<file path="src/rtl/muxn_pkg.sv">
// ---------------------------------------------------------------------------
// muxn_pkg
// Shared constants and elaboration helpers for the muxn_scan channel
// multiplexer/scanner.
//   MODE_MANUAL / MODE_AUTO : encodings of the mode input
//   clog2()                 : ceiling log2, used for parameter checks and
//                             counter sizing
// ---------------------------------------------------------------------------
package muxn_pkg;

   localparam logic MODE_MANUAL = 1'b0;
   localparam logic MODE_AUTO   = 1'b1;

   // Ceiling log2 of a positive value; clog2(1) is 0.
   function automatic int clog2(input int value);
      int result;
      result = 32'sd0;
      for (int i = 0; i < 31; i++) begin
         if ((32'sd1 << i) < value) begin
            result = i + 32'sd1;
         end else begin
            result = result;
         end
      end
      return result;
   endfunction

endpackage

</file>
<file path="src/rtl/muxn_scan_if.sv">
// ---------------------------------------------------------------------------
// muxn_scan_if
// Channel bank / select / status bundle of muxn_scan.
//   in        : N*W  channel k at in[k*W +: W]
//   mode      : 0 manual, 1 auto-scan
//   sel       : manual channel select
//   en        : pointer and dwell counter may update
//   out       : registered selected channel data
//   cur_sel   : registered channel pointer
//   out_valid : out holds real channel data
//   wrap      : one-cycle pulse on auto pointer wrap N-1 -> 0
//   sel_err   : one-cycle flag for a manual select >= N
// master drives the inputs of the block, slave is the multiplexer itself.
// ---------------------------------------------------------------------------
interface muxn_scan_if #(
   parameter int N    = 8,
   parameter int W    = 1,
   parameter int SELW = 3
);

   logic [N*W-1:0]  in;
   logic            mode;
   logic [SELW-1:0] sel;
   logic            en;
   logic [W-1:0]    out;
   logic [SELW-1:0] cur_sel;
   logic            out_valid;
   logic            wrap;
   logic            sel_err;

   modport master (
      output in, mode, sel, en,
      input  out, cur_sel, out_valid, wrap, sel_err
   );

   modport slave (
      input  in, mode, sel, en,
      output out, cur_sel, out_valid, wrap, sel_err
   );

endinterface

</file>
<file path="src/rtl/muxn_dwell_ctr.sv">
// ---------------------------------------------------------------------------
// muxn_dwell_ctr
// Dwell counter for the auto-scan pointer. Counts 0..DWELL-1 while enabled,
// restarting at 0 after the terminal count; clr forces it back to 0 and
// takes priority over en.
//   clk, rst : clock, asynchronous active-high reset
//   clr      : synchronous clear
//   en       : count enable (counter frozen when low)
//   tc       : counter is at DWELL-1 (pointer advances on this edge)
// ---------------------------------------------------------------------------
module muxn_dwell_ctr
   import muxn_pkg::*;
#(
   parameter int DWELL = 1
) (
   input  logic clk,
   input  logic rst,
   input  logic clr,
   input  logic en,
   output logic tc
);

   // A single-cycle dwell still needs a 1-bit register to stay legal.
   localparam int CW = (DWELL > 1) ? clog2(DWELL) : 1;
   localparam logic [CW-1:0] LAST_CNT = CW'(DWELL - 1);

   logic [CW-1:0] cnt_r;

   assign tc = (cnt_r == LAST_CNT);

   // Dwell count register: clear, count with roll-over at terminal, or hold.
   always_ff @(posedge clk or posedge rst) begin
      if (rst) begin
         cnt_r <= '0;
      end else if (clr) begin
         cnt_r <= '0;
      end else if (en) begin
         if (tc) begin
            cnt_r <= '0;
         end else begin
            cnt_r <= cnt_r + 1'b1;
         end
      end else begin
         cnt_r <= cnt_r;
      end
   end

endmodule

</file>
<file path="src/rtl/muxn_scan.sv">
// ---------------------------------------------------------------------------
// muxn_scan
// N:1 multiplexer of W-bit channels with a registered output and a channel
// pointer that is either loaded from sel (manual) or stepped through all
// channels every DWELL cycles (auto-scan).
//   clk : system clock, rising edge
//   rst : asynchronous active-high reset
//   bus : muxn_scan_if slave port (in/mode/sel/en in, out/cur_sel/
//         out_valid/wrap/sel_err out, all outputs registered)
// ---------------------------------------------------------------------------
module muxn_scan
   import muxn_pkg::*;
#(
   parameter int N     = 8,
   parameter int W     = 1,
   parameter int SELW  = 3,
   parameter int DWELL = 1
) (
   input  logic       clk,
   input  logic       rst,
   muxn_scan_if.slave bus
);

   localparam int NSLOT = 1 << SELW;
   // One extra bit so the range check works when N == 2**SELW.
   localparam logic [SELW:0]   N_EXT    = (SELW + 1)'(N);
   localparam logic [SELW-1:0] LAST_SEL = SELW'(N - 1);

   if (clog2(N) > SELW || N < 2 || DWELL < 1) begin : g_param_check
      $error("muxn_scan: illegal parameters N=%0d SELW=%0d DWELL=%0d",
             N, SELW, DWELL);
   end

   logic [W-1:0]    chan_s [NSLOT];
   logic            sel_ok_s;
   logic [SELW-1:0] ptr_nxt_s;
   logic            wrap_nxt_s;
   logic            err_nxt_s;
   logic            ctr_clr_s;
   logic            ctr_en_s;
   logic            tc_s;

   logic [W-1:0]    out_r;
   logic [SELW-1:0] cur_sel_r;
   logic            out_valid_r;
   logic            wrap_r;
   logic            sel_err_r;

   // Channel table padded to the full select range so any pointer value
   // indexes a defined entry; unused slots read as zero.
   for (genvar k = 0; k < NSLOT; k++) begin : g_chan
      if (k < N) begin : g_live
         assign chan_s[k] = bus.in[k*W +: W];
      end else begin : g_pad
         assign chan_s[k] = '0;
      end
   end

   assign sel_ok_s = ({1'b0, bus.sel} < N_EXT);

   muxn_dwell_ctr #(
      .DWELL (DWELL)
   ) u_dwell (
      .clk (clk),
      .rst (rst),
      .clr (ctr_clr_s),
      .en  (ctr_en_s),
      .tc  (tc_s)
   );

   // Next pointer, flags and dwell-counter control from mode/en/sel.
   always_comb begin
      ptr_nxt_s  = cur_sel_r;
      wrap_nxt_s = 1'b0;
      err_nxt_s  = 1'b0;
      ctr_clr_s  = 1'b0;
      ctr_en_s   = 1'b0;
      if (bus.en) begin
         if (bus.mode == MODE_AUTO) begin
            ctr_en_s = 1'b1;
            if (tc_s) begin
               if (cur_sel_r == LAST_SEL) begin
                  ptr_nxt_s  = '0;
                  wrap_nxt_s = 1'b1;
               end else begin
                  ptr_nxt_s  = cur_sel_r + 1'b1;
                  wrap_nxt_s = 1'b0;
               end
            end else begin
               ptr_nxt_s  = cur_sel_r;
               wrap_nxt_s = 1'b0;
            end
         end else begin
            // Manual: dwell restarts from 0 whenever auto mode resumes.
            ctr_clr_s = 1'b1;
            if (sel_ok_s) begin
               ptr_nxt_s = bus.sel;
               err_nxt_s = 1'b0;
            end else begin
               ptr_nxt_s = cur_sel_r;
               err_nxt_s = 1'b1;
            end
         end
      end else begin
         ptr_nxt_s  = cur_sel_r;
         wrap_nxt_s = 1'b0;
         err_nxt_s  = 1'b0;
      end
   end

   // Pointer, output data and status registers. The cycle after a select
   // error the output is forced to zero instead of the held channel.
   always_ff @(posedge clk or posedge rst) begin
      if (rst) begin
         out_r       <= '0;
         cur_sel_r   <= '0;
         out_valid_r <= 1'b0;
         wrap_r      <= 1'b0;
         sel_err_r   <= 1'b0;
      end else begin
         if (sel_err_r) begin
            out_r <= '0;
         end else begin
            out_r <= chan_s[cur_sel_r];
         end
         out_valid_r <= 1'b1;
         cur_sel_r   <= ptr_nxt_s;
         wrap_r      <= wrap_nxt_s;
         sel_err_r   <= err_nxt_s;
      end
   end

   assign bus.out       = out_r;
   assign bus.cur_sel   = cur_sel_r;
   assign bus.out_valid = out_valid_r;
   assign bus.wrap      = wrap_r;
   assign bus.sel_err   = sel_err_r;

endmodule

</file>
<file path="src/flat_wrapper.sv">
// flat-port wrapper written by rule: the top's interface ports become plain ports
module muxn_scan_flat import muxn_pkg::*;
#(
   parameter int N     = 8,
   parameter int W     = 1,
   parameter int SELW  = 3,
   parameter int DWELL = 1
)
  (clk, rst, bus_in, bus_mode, bus_sel, bus_en, bus_out, bus_cur_sel, bus_out_valid, bus_wrap, bus_sel_err);
  muxn_scan_if #(.N(N), .W(W), .SELW(SELW)) bus_i ();
  input  logic clk;
  input  logic rst;
  input wire logic [$bits(bus_i.in)-1:0] bus_in;
  input wire logic [$bits(bus_i.mode)-1:0] bus_mode;
  input wire logic [$bits(bus_i.sel)-1:0] bus_sel;
  input wire logic [$bits(bus_i.en)-1:0] bus_en;
  output wire logic [$bits(bus_i.out)-1:0] bus_out;
  output wire logic [$bits(bus_i.cur_sel)-1:0] bus_cur_sel;
  output wire logic [$bits(bus_i.out_valid)-1:0] bus_out_valid;
  output wire logic [$bits(bus_i.wrap)-1:0] bus_wrap;
  output wire logic [$bits(bus_i.sel_err)-1:0] bus_sel_err;
  assign bus_i.in = bus_in;
  assign bus_i.mode = bus_mode;
  assign bus_i.sel = bus_sel;
  assign bus_i.en = bus_en;
  assign bus_out = bus_i.out;
  assign bus_cur_sel = bus_i.cur_sel;
  assign bus_out_valid = bus_i.out_valid;
  assign bus_wrap = bus_i.wrap;
  assign bus_sel_err = bus_i.sel_err;
  muxn_scan #(.N(N), .W(W), .SELW(SELW), .DWELL(DWELL)) u_core (.clk(clk), .rst(rst), .bus(bus_i));
endmodule
</file>
<file path="config.mk">
export PLATFORM = sky130hd
export DESIGN_NAME = muxn_scan_flat
export DESIGN_NICKNAME = d
export VERILOG_FILES = /design/src/rtl/muxn_pkg.sv /design/src/rtl/muxn_scan_if.sv /design/src/rtl/muxn_dwell_ctr.sv /design/src/rtl/muxn_scan.sv /design/src/flat_wrapper.sv
export SDC_FILE = /design/constraint.sdc
export NUM_CORES = 1
export LEC_CHECK = 0
export ABC_CLOCK_PERIOD_IN_PS = 1670
export CORE_AREA = 3 3 40 42
export CTS_CLUSTER_SIZE = 14
export DETAILED_ROUTE_END_ITERATION = 6
export DIE_AREA = 0 0 43 45
export GPL_TIMING_DRIVEN = 0
export SLEW_MARGIN = 20
export SYNTH_ARGS = -nofsm -noshare
export SYNTH_HDL_FRONTEND = slang
export SYNTH_SLANG_ARGS = --single-unit
</file>
<file path="constraint.sdc">
create_clock -name clk -period 1.67 [get_ports clk]
set_clock_uncertainty 0.1 [all_clocks]
set_input_delay 0.167 -clock clk [delete_from_list [all_inputs] [get_ports clk]]
set_output_delay 0.167 -clock clk [all_outputs]
set_load 0.01 [all_outputs]
</file>
==> results.json <==
{
  "drv.max_cap_violation_count": 0,
  "tritoncts.num_buffers": 3,
  "dieWidth_um": 43,
  "clock_latency_ns": 0.23,
  "pre_cts_slack_ns": -0.0123,
  "grt_antenna_before_repair": 0,
  "synth.ff_latch_count": 6,
  "floorplan.io_pins": 22,
  "most_used_standard_cells_in_the_synthesized_netlist": "dfrtp_1 (6), nor2_1 (3)",
  "seq_area_frac_synth_pct": 45.3,
  "share_of_the_synthesized_area_in_the_top_cell_type_pct": 45.3,
  "grt.overflow.total": 0,
  "critical-path-slowest-cell": "or3b_2",
  "final_critical_path_setup_slack_ns": 0.0496,
  "final_net_count": 70,
  "floorplan.initialDensity_pct": 25.8,
  "timing.final.max_slew_violations": 0,
  "detail_route.vias_per_cell": 4.12,
  "report.power.total_w": 0.000476,
  "worstPathRequired_ns": 1.72,
  "dr.first_iter.drc_count": 0,
  "first_pass_grt_wire_length_um": 1170,
  "syn-mean-instance-area_um2": 12.3,
  "count_leader_synth": "dfrtp_1",
  "syn_nets": 44,
  "worstPathCellList": "ha_1 > ha_1 > or3b_2 > a31oi_1",
  "cts_buffer_depth": 2,
  "fillerInstances": 137,
  "worst_ep_arrival_time_ns": 1.67,
  "syn_inst": 27,
  "fp.dieH_um": 45,
  "setup_tns_ns": 0,
  "placement.io_buffers": 20,
  "timing.fmax_mhz": 617,
  "cellPowerDensity_nw_per_um2": 819,
  "critical_path.startpoint_type": "register",
  "cts_tree": "built",
  "combinationalPowerShare_pct": 34.8,
  "total_switching_power_w": 0.000116,
  "fin_crit_share_pct": 97.0,
  "core_area_um2": 1280,
  "antenna-diode-count": 0,
  "yosys_warnings": 0,
  "synth.largest_area_cell": "dfrtp_1",
  "timing.final.hold_violations": 0,
  "layout-area-overhead-vs-synth_pct": 75.5,
  "cts_sinks": 6,
  "number_of_flops_mapped_to_enable_cells_by_yosys": 0,
  "gp_routability_congestion": 0.734,
  "hp-class": "primary input to async pin",
  "cpPeakStageDelay_ns": 0.44,
  "die_area_um2": 1940,
  "p_int_w": 0.000360,
  "ir_worst_vdd_mv": 0.345,
  "seqPwrFrac_pct": 38.8,
  "async_flop_share_pct": 100,
  "netSwitchingFraction_pct": 24.3,
  "route.detailed.wl_per_inst_um": 10.1,
  "drtPass1Iterations": 1,
  "sequential_cell_area_um2": 151,
  "area_of_the_multi_input_gates_um2": 170,
  "totalWireLength_um": 669,
  "final_antenna_net_count": 0,
  "clk_network_pwr_share_pct": 26.4,
  "yosysUniqueCellTypes": 15,
  "synth_ff_type": "dfrtp_1",
  "grt_pass1_vias": 308,
  "final.min_clock_period_ns": 1.62,
  "vias": 272,
  "setup.worst_path.class": "register to register",
  "row_count": 13,
  "clkTransAtPathRegs_ns": 0.04,
  "ctsHtreeMaxLevel": 1,
  "detail_route.drc_violations": 0,
  "cts-root-buf": "clkbuf_4",
  "layout-drive-gt1-share_pct": 15.7,
  "synth.area.top_cells": "dfrtp_1 (45%), mux4_1 (16%), ha_1 (7.5%)",
  "groute.usage.overall_pct": 8.42,
  "setup.worst_path.end_class": "register",
  "largest_net_degree_at_the_start_of_global_routing": 8,
  "syn_area_um2": 332,
  "unrepaired_setup_endpoints_after_global_routing": "false",
  "critical_path.most_common_cell": "ha_1",
  "setup_viol": 0,
  "power.leakage_nw": 0.256,
  "timing.critical_path.fanout_max": 4,
  "outcome": "finished clean"
}
[worst max-delay path, delay by kind of cell, from the launching register on]
kind / cells / cell delay [ns]
fa+ha+maj: 2 / 0.41
compound gates: 1 / 0.18
simple gates: 1 / 0.44
flops: 1 / 0.42
[logic make-up after synthesis]
logic type | after synthesis | synth area share [%]
buf+inv | 2 | 3.40
compound gates | 3 | 5.28
mux | 4 | 22.3
flops | 6 | 45.3
other cells | 2 | 2.26
simple gates | 8 | 14.0
fa+ha+maj | 2 | 7.55
[state kept, by name (all words and copies together), names as in the netlist]
| signal | cells |
|---|---|
| u_core.bus.out_valid | 1 |
| u_core.bus.wrap | 1 |
| u_core.bus.cur_sel | 3 |
| u_core.bus.out | 1 |
[layer usage]
layer | up-vias | GRT usage [%] | wire (µm)
met4 | 0 | 9.04 | 0
li1 | 144 | - | -
met1 | 116 | 9.48 | 301
met5 | - | 0 | 0
met3 | 0 | 1.20 | 36
met2 | 12 | 13.2 | 331
[power groups by stage]
stage / combinational [W] / sequential [W] / clock [W]
finish: 0.000166 / 0.000185 / 0.000126
global placement: 0.000157 / 0.000191 / 0
floorplan: 0.0000600 / 0.000198 / 0
global route: 0.000183 / 0.000189 / 0.000142
CTS: 0.000169 / 0.000186 / 0.000134
detailed placement: 0.000158 / 0.000192 / 0
[timing repair]
item	in CTS	in global routing
hold buffers	0	0
gates resized for setup	1	0
endpoints found under the setup margin	1	0
buffers inserted	1	0
[area by class of cell]
| cell class | count | area share, % |
|---|---|---|
| clock buffer | 3 | 3.87 |
| buffer | 1 | 1.29 |
| sequential | 6 | 26.0 |
| multi-input combinational | 19 | 29.2 |
| tap | 15 | 3.23 |
| inverter | 1 | 0.645 |
| timing repair buffer | 21 | 35.7 |
[final timing paths]
check,end,slack [ns],start,cells after the start
max,u_core.bus.cur_sel[0],0.05,u_core.bus.cur_sel[1],4
min,u_core.bus.wrap,0.04,rst,2
max reg2reg,u_core.bus.cur_sel[0],0.05,u_core.bus.cur_sel[1],4
min reg2reg,u_core.bus.out,0.52,u_core.bus.cur_sel[1],1
max in group asynchronous,u_core.bus.cur_sel[0],1.23,rst,2
min in group clk,u_core.bus.cur_sel[0],0.41,bus_sel[0],3
[per-stage QoR]
step	area (µm²)	std cells	utilization [%]	hold slack [ns]
2_1_floorplan	332	27	-	-0.142
3_3_place_gp	551	62	42.8	0.293
3_5_place_dp	551	62	42.8	0.290
4_1_cts	582	66	45.3	0.0408
5_1_grt	582	66	45.3	0.0642
6_report	582	66	45.3	0.0436
[cells in the final DEF (no fill, tap or decap), types with 2 or more instances in the layout]
cell             instances
clkdlybuf4s50_1         20
dfrtp_1                  5
nor2_1                   3
clkbuf_4                 3
nand2b_1                 2
a31oi_1                  2
mux4_1                   2
ha_1                     2
buf_4                    2
conb_1                   2
Power figures use the tool's default switching activity.
